`src/rtl/spi_bus_arbiter_pkg.sv`:
```
// spi_bus_arbiter_pkg: shared FSM encoding and SPI frame constants for the arbiter.
package spi_bus_arbiter_pkg;
    typedef enum logic [1:0] {ST_IDLE, ST_LAUNCH, ST_WAIT, ST_COMPLETE} arb_state_t;
    localparam int SPI_FRAME_W = 32;
    localparam logic [SPI_FRAME_W-1:0] RX_TIMEOUT_WORD = 32'hFFFF_FFFF;
endpackage

```
`src/rtl/spi_bus_arbiter_rr_pick.sv`:
```
// spi_rr_pick: combinational round-robin pick of the first pending index at or after the pointer.
module spi_rr_pick #(
    parameter int NUM_REQ = 4,
    parameter int IDX_W   = $clog2(NUM_REQ)
) (
    input  logic [NUM_REQ-1:0] i_pending,
    input  logic [IDX_W-1:0]   i_ptr,
    output logic               o_valid,
    output logic [IDX_W-1:0]   o_index
);
    // Scan from the farthest offset down so the nearest pending index wins.
    always_comb begin
        o_valid = 1'b0;
        o_index = '0;
        for (int k = NUM_REQ - 1; k >= 0; k--) begin
            if (i_pending[(int'(i_ptr) + k) % NUM_REQ]) begin
                o_valid = 1'b1;
                o_index = IDX_W'((int'(i_ptr) + k) % NUM_REQ);
            end
        end
    end
endmodule

```
`src/rtl/spi_bus_arbiter.sv`:
```
// spi_bus_arbiter: round-robin sharing of one SPI master among NUM_REQ sequencers,
// with a watchdog that abandons a transfer whose done never arrives.
module spi_bus_arbiter
    import spi_bus_arbiter_pkg::*;
#(
    parameter int NUM_REQ        = 4,
    parameter int TIMEOUT_CYCLES = 4096,
    parameter int IDX_W          = $clog2(NUM_REQ)
) (
    input  logic                       i_sys_clock,
    input  logic                       i_sys_reset_n,
    input  logic [NUM_REQ-1:0]         i_req_start,
    input  logic [NUM_REQ*32-1:0]      i_req_tx,
    output logic [NUM_REQ-1:0]         o_req_done,
    output logic [NUM_REQ-1:0]         o_req_timeout,
    output logic [31:0]                o_req_rx,
    output logic [31:0]                o_spi_tx,
    output logic                       o_spi_start,
    input  logic                       i_spi_done,
    input  logic [31:0]                i_spi_rx,
    output logic                       o_bus_busy,
    output logic [IDX_W-1:0]           o_grant_index
);
    localparam int CNT_W = $clog2(TIMEOUT_CYCLES);

    arb_state_t             r_state, w_next;
    logic [NUM_REQ-1:0]     r_pending, w_clr;
    logic [IDX_W-1:0]       r_ptr, r_grant, w_pick_idx;
    logic                   w_pick_valid, w_grant, w_terminal, r_timeout;
    logic [CNT_W-1:0]       r_cnt;
    logic [31:0]            r_tx, r_rx, w_tx;

    spi_rr_pick #(.NUM_REQ(NUM_REQ), .IDX_W(IDX_W)) u_pick (
        .i_pending (r_pending),
        .i_ptr     (r_ptr),
        .o_valid   (w_pick_valid),
        .o_index   (w_pick_idx)
    );

    // A done still asserted from a previous or aborted transfer blocks new grants.
    assign w_grant    = (r_state == ST_IDLE) && w_pick_valid && !i_spi_done;
    assign w_terminal = r_cnt == CNT_W'(TIMEOUT_CYCLES - 1);
    assign w_tx       = i_req_tx[32'(w_pick_idx) * SPI_FRAME_W +: SPI_FRAME_W];
    assign w_clr      = w_grant ? NUM_REQ'(1) << w_pick_idx : '0;

    always_ff @(posedge i_sys_clock or negedge i_sys_reset_n) begin
        if (!i_sys_reset_n)
            r_state <= ST_IDLE;
        else
            r_state <= w_next;
    end

    always_comb begin
        w_next = r_state == ST_IDLE   ? (w_grant ? ST_LAUNCH : ST_IDLE) :
                 r_state == ST_LAUNCH ? ST_WAIT :
                 r_state == ST_WAIT   ? ((i_spi_done || w_terminal) ? ST_COMPLETE : ST_WAIT) :
                                        ST_IDLE;
    end

    always_comb begin
        o_spi_start   = r_state == ST_LAUNCH;
        o_bus_busy    = r_state != ST_IDLE;
        o_req_done    = (r_state == ST_COMPLETE) ? NUM_REQ'(1) << r_grant : '0;
        o_req_timeout = (r_state == ST_COMPLETE && r_timeout) ? NUM_REQ'(1) << r_grant : '0;
        o_spi_tx      = r_tx;
        o_req_rx      = r_rx;
        o_grant_index = r_grant;
    end

    always_ff @(posedge i_sys_clock or negedge i_sys_reset_n) begin
        if (!i_sys_reset_n) begin
            r_pending <= '0;
            r_ptr     <= '0;
            r_grant   <= '0;
            r_tx      <= '0;
            r_rx      <= '0;
            r_cnt     <= '0;
            r_timeout <= 1'b0;
        end else begin
            r_pending <= (r_pending & ~w_clr) | i_req_start;
            if (w_grant) begin
                r_tx    <= w_tx;
                r_grant <= w_pick_idx;
            end
            if (r_state == ST_LAUNCH) begin
                r_cnt     <= '0;
                r_timeout <= 1'b0;
            end else if (r_state == ST_WAIT) begin
                if (i_spi_done)
                    r_rx <= i_spi_rx;
                else if (w_terminal) begin
                    r_rx      <= RX_TIMEOUT_WORD;
                    r_timeout <= 1'b1;
                end else
                    r_cnt <= r_cnt + 1'b1;
            end
            if (r_state == ST_COMPLETE)
                r_ptr <= (r_grant == IDX_W'(NUM_REQ - 1)) ? '0 : r_grant + 1'b1;
        end
    end
endmodule

```
`config.mk`:
```
export PLATFORM = sky130hd
export DESIGN_NAME = spi_bus_arbiter
export DESIGN_NICKNAME = d
export VERILOG_FILES = /design/src/rtl/spi_bus_arbiter_pkg.sv /design/src/rtl/spi_bus_arbiter_rr_pick.sv /design/src/rtl/spi_bus_arbiter.sv
export SDC_FILE = /design/constraint.sdc
export NUM_CORES = 1
export LEC_CHECK = 0
export ABC_AREA = 0
export ABC_CLOCK_PERIOD_IN_PS = 2070
export CAP_MARGIN = 25
export CELL_PAD_IN_SITES_DETAIL_PLACEMENT = 2
export CELL_PAD_IN_SITES_GLOBAL_PLACEMENT = 2
export CORE_MARGIN = 10
export CORE_UTILIZATION = 22
export CTS_BUF_LIST = sky130_fd_sc_hd__clkbuf_4
export DETAILED_ROUTE_END_ITERATION = 6
export PLACE_DENSITY = 0.91
export SYNTH_ARGS = -nofsm -noshare
export SYNTH_HDL_FRONTEND = slang
export SYNTH_SLANG_ARGS = --single-unit
```
`constraint.sdc`:
```
create_clock -name i_sys_clock -period 2.07 [get_ports i_sys_clock]
set_clock_uncertainty 0.2 [all_clocks]
set_input_delay 0.3105 -clock i_sys_clock [delete_from_list [all_inputs] [get_ports i_sys_clock]]
set_output_delay 0.3105 -clock i_sys_clock [all_outputs]
set_load 0.03 [all_outputs]
```
==> summary.md <==
| Metric | Value |
|---|---|
| RSZ-0062 raised after global routing | `yes` |
| Port Buffer Count | `242` |
| CTS Buf Count | `9` |
| FP Rows | `52` |
| Non-filler instance count after layout | `971` |
| Fmax | `448 MHz` |
| Synth Flop Type | `dfrtp_1` |
| Die extent in y | `164 µm` |
| Number of max-cap violations | `0` |
| Sink Count | `87` |
| Violated checks | `setup timing` |
| Clock share of power | `7.9%` |
| Area delta synth->final | `91.4%` |
| Initial antenna violation count | `3` |
| Clock-pin transition on the worst setup and hold timing paths | `0.17 ns` |
| Vias in the first global route | `5,404` |
| Largest area contributor in the netlist | `dfrtp_1` |
| Hold WC Path Type | `in2async` |
| First-pass GRT wire length | `31,600 µm` |
| DR vias | `4,596` |
| WS Path Type | `reg2reg` |
| Final Cycle Share | `108%` |
| Multi-input gate area | `2600 µm²` |
| Worst slew pin tran | `0.495 ns` |
| Flop pwr share | `between 20% and 30%` |
| Flops & latches, synth | `87` |
| Placed Area | `7590 µm²` |
| Final setup fails | `43` |
| Synth Cell Area | `4550 µm²` |
| Synth warn | `0` |
| Clk_lat worst skew | `about 0.48 ns` |
| VDD IR max | `0.000704 V` |
| H-Tree Depth | `3` |
| GRT Overall Usage | `15.1%` |
| Worst slew margin | `67.0%` |
| WP data required | `2.21 ns` |
| Cell Int Power | `7.69 mW` |
| Min Tclk post-route | `2.23 ns` |
| Initial Utilization | `between 20% and 30%` |
| Setup crit end kind | `register` |
| Post-synth ARST share | `100%` |
| Status | `finished with violations` |
| Final WL | `23,300 µm` |
| Synth area leaders | `dfrtp_1 (48%), mux2i_1 (14%), a2bb2oi_1 (6.2%), o22a_1 (6.2%), o21ai_1 (3.6%)` |
| Drt first pass iters | `4` |
| Ratio of cells with drive above 1 in the final layout | `28.9%` |
| Number of synthesized flops with an enable pin | `0` |
| GPL Wtd Cong | `a little under 0.8` |
| CTS tree | `built` |
| Largest net degree at the start of global routing | `34` |
| Gate Count Post-Synth | `384` |
| Synth cell types | `51` |
| Total core area | `20,300 µm²` |
| Wirelength per Cell | `24.0 µm` |
| Lkg Pwr | `3.71 nW` |
| CP startpoint kind | `register` |
| Total Power | `13.6 mW` |
| Number of hold violations in the final report | `0` |
| Pre-CTS setup slack | `-0.119 ns` |
| Nets@finish | `869` |
| Hold slack final | `0.118 ns` |
| Switching portion of total power | `43.6%` |
| Die width | `164 µm` |
| Power per Cell Area | `1560 nW/µm²` |
| Root Buffer | `clkbuf_4` |
| Final instance area | `8710 µm²` |
| CP arrival | `2.37 ns` |
| FF+latch area | `approximately 2200 µm²` |
| Post-synth top area share | `47.8%` |
| CP Max Fanout | `8` |
| Sw Pwr | `5.94 mW` |
| Sequential area share after synthesis | `a little under half` |
| Layout Utilization | `42.9%` |
| Vias/cell | `4.73` |
| DRC | `0` |
| CTS Buffer Depth | `2` |
| Mean cell area of the mapped netlist | `11.9 µm²` |
| Grt ovf | `0` |
| IO Pins | `243` |
| Initial DRC count | `about 160` |
| Fillers | `2,078` |
| Post-DRT Antenna Nets | `0` |
| Placed Cells | `910` |
| Die footprint | `roughly 27,000 µm²` |
| Setup WS post-layout | `-0.160 ns` |
| Combinational Power Share | `70.6%` |
| Most common cell after layout, fill and taps aside | `clkdlybuf4s50_1` |
| DP HPWL | `16,000 µm` |
| Slew Limit Fails | `0` |
| Syn Nets | `560` |
| Commonest non-fill, non-tap cells in the layout | `clkdlybuf4s50_1 (167), dfrtp_1 (86), dlygate4sd2_1 (60)` |
| Setup TNS | `-3.52 ns` |
==> cell families after synthesis <==
family / count (synthesis) / share of synthesized area (%)
simple gates: 54 / 7.86
xor+xnor: 7 / 1.35
mux: 67 / 14.9
flops: 87 / 47.8
compound gates: 127 / 21.3
buf+inv: 33 / 4.32
fa+ha+maj: 9 / 2.47
==> layout make-up <==
class                      count  share of cell area, %
timing repair buffer         324                   39.1
multi-input combinational    264                   29.9
sequential                    87                   25.0
tap                          270                   3.88
clock inverter                 7                  0.905
clock buffer                   9                  0.776
inverter                       7                  0.330
antenna                        3                 0.0862
==> per-layer routing <==
layer | routed length, µm | vias to the layer above | GRT usage, %
li1 | - | 2078 | -
met1 | 8790 | 2322 | 15.6
met2 | 12500 | 176 | 28.5
met3 | 1640 | 20 | 5.51
met4 | 348 | 0 | 3.45
met5 | 0 | - | 0
==> synthesized netlist by cell type (2+ instances only) <==
master / n
buf_6: 5
dfrtp_1: 87
buf_4: 7
clkbuf_1: 6
ha_1: 9
mux2i_1: 64
xor2_1: 7
and3_1: 5
mux2_2: 2
a21o_1: 4
buf_2: 7
o21ai_0: 8
and2_1: 6
a2bb2oi_1: 32
nand2_1: 4
a21oi_1: 5
o22a_1: 32
nand2b_1: 4
o21ai_1: 33
nor2_1: 12
o211ai_1: 3
nor3b_1: 2
nand4_1: 2
and4_2: 2
and4_4: 2
or3_1: 3
inv_1: 7
==> power by group through the flow <==
stage | clock, mW | sequential (mW) | combinational (mW)
2_1_floorplan | 0 | 4.07 | 3.23
3_3_place_gp | 0 | 2.84 | 7.51
3_5_place_dp | 0 | 2.93 | 7.77
4_1_cts | 1.12 | 2.86 | 8.74
5_1_grt | 1.18 | 3.02 | 10.2
6_report | 1.07 | 2.93 | 9.63
==> path summary, 6_finish.rpt <==
path / start / endpoint / slack (ns) / cells past startpoint
worst max-delay path: r_pending[0]$_DFF_PN0_ / o_spi_tx[26]$_DFFE_PN0P_ / -0.16 / 7
worst min-delay path: i_sys_reset_n / o_req_rx[18]$_DFFE_PN0P_ / 0.12 / 2
worst max register to register: r_pending[0]$_DFF_PN0_ / o_spi_tx[26]$_DFFE_PN0P_ / -0.16 / 7
worst min register to register: o_req_rx[26]$_DFFE_PN0P_ / o_req_rx[26]$_DFFE_PN0P_ / 0.33 / 1
max in group asynchronous: i_sys_reset_n / o_req_rx[3]$_DFFE_PN0P_ / 0.98 / 3
min in group i_sys_clock: i_req_start[3] / r_pending[3]$_DFF_PN0_ / 0.20 / 2
==> worst max-delay path, cell delays in order, from the launching register on <==
cell	delay (ns)
dfrtp_1	0.45
buf_6	0.14
or4_4	0.54
nand3b_4	0.13
a21o_4	0.19
buf_12	0.16
a2bb2oi_1	0.19
o21ai_1	0.10
==> registers in the layout, indices dropped and copies added, names as in the netlist <==
| register | flops |
|---|---|
| r_pending | 4 |
| o_req_rx | 32 |
| o_spi_tx | 32 |
| o_grant_index | 2 |
| r_ptr | 2 |
| r_cnt | 12 |
| r_state | 2 |
| r_timeout | 1 |
==> repair_timing <==
action / 4_1_cts / 5_1_grt
gates cloned: 4 / 5
setup buffers: 23 / 12
pin swaps: 21 / 14
hold buffers: 1 / 0
endpoints found under the hold margin: 87 / 0
gates resized for setup: 108 / 83
endpoints found under the setup margin: 102 / 90
No activity file was read; power rests on OpenSTA's default activity.
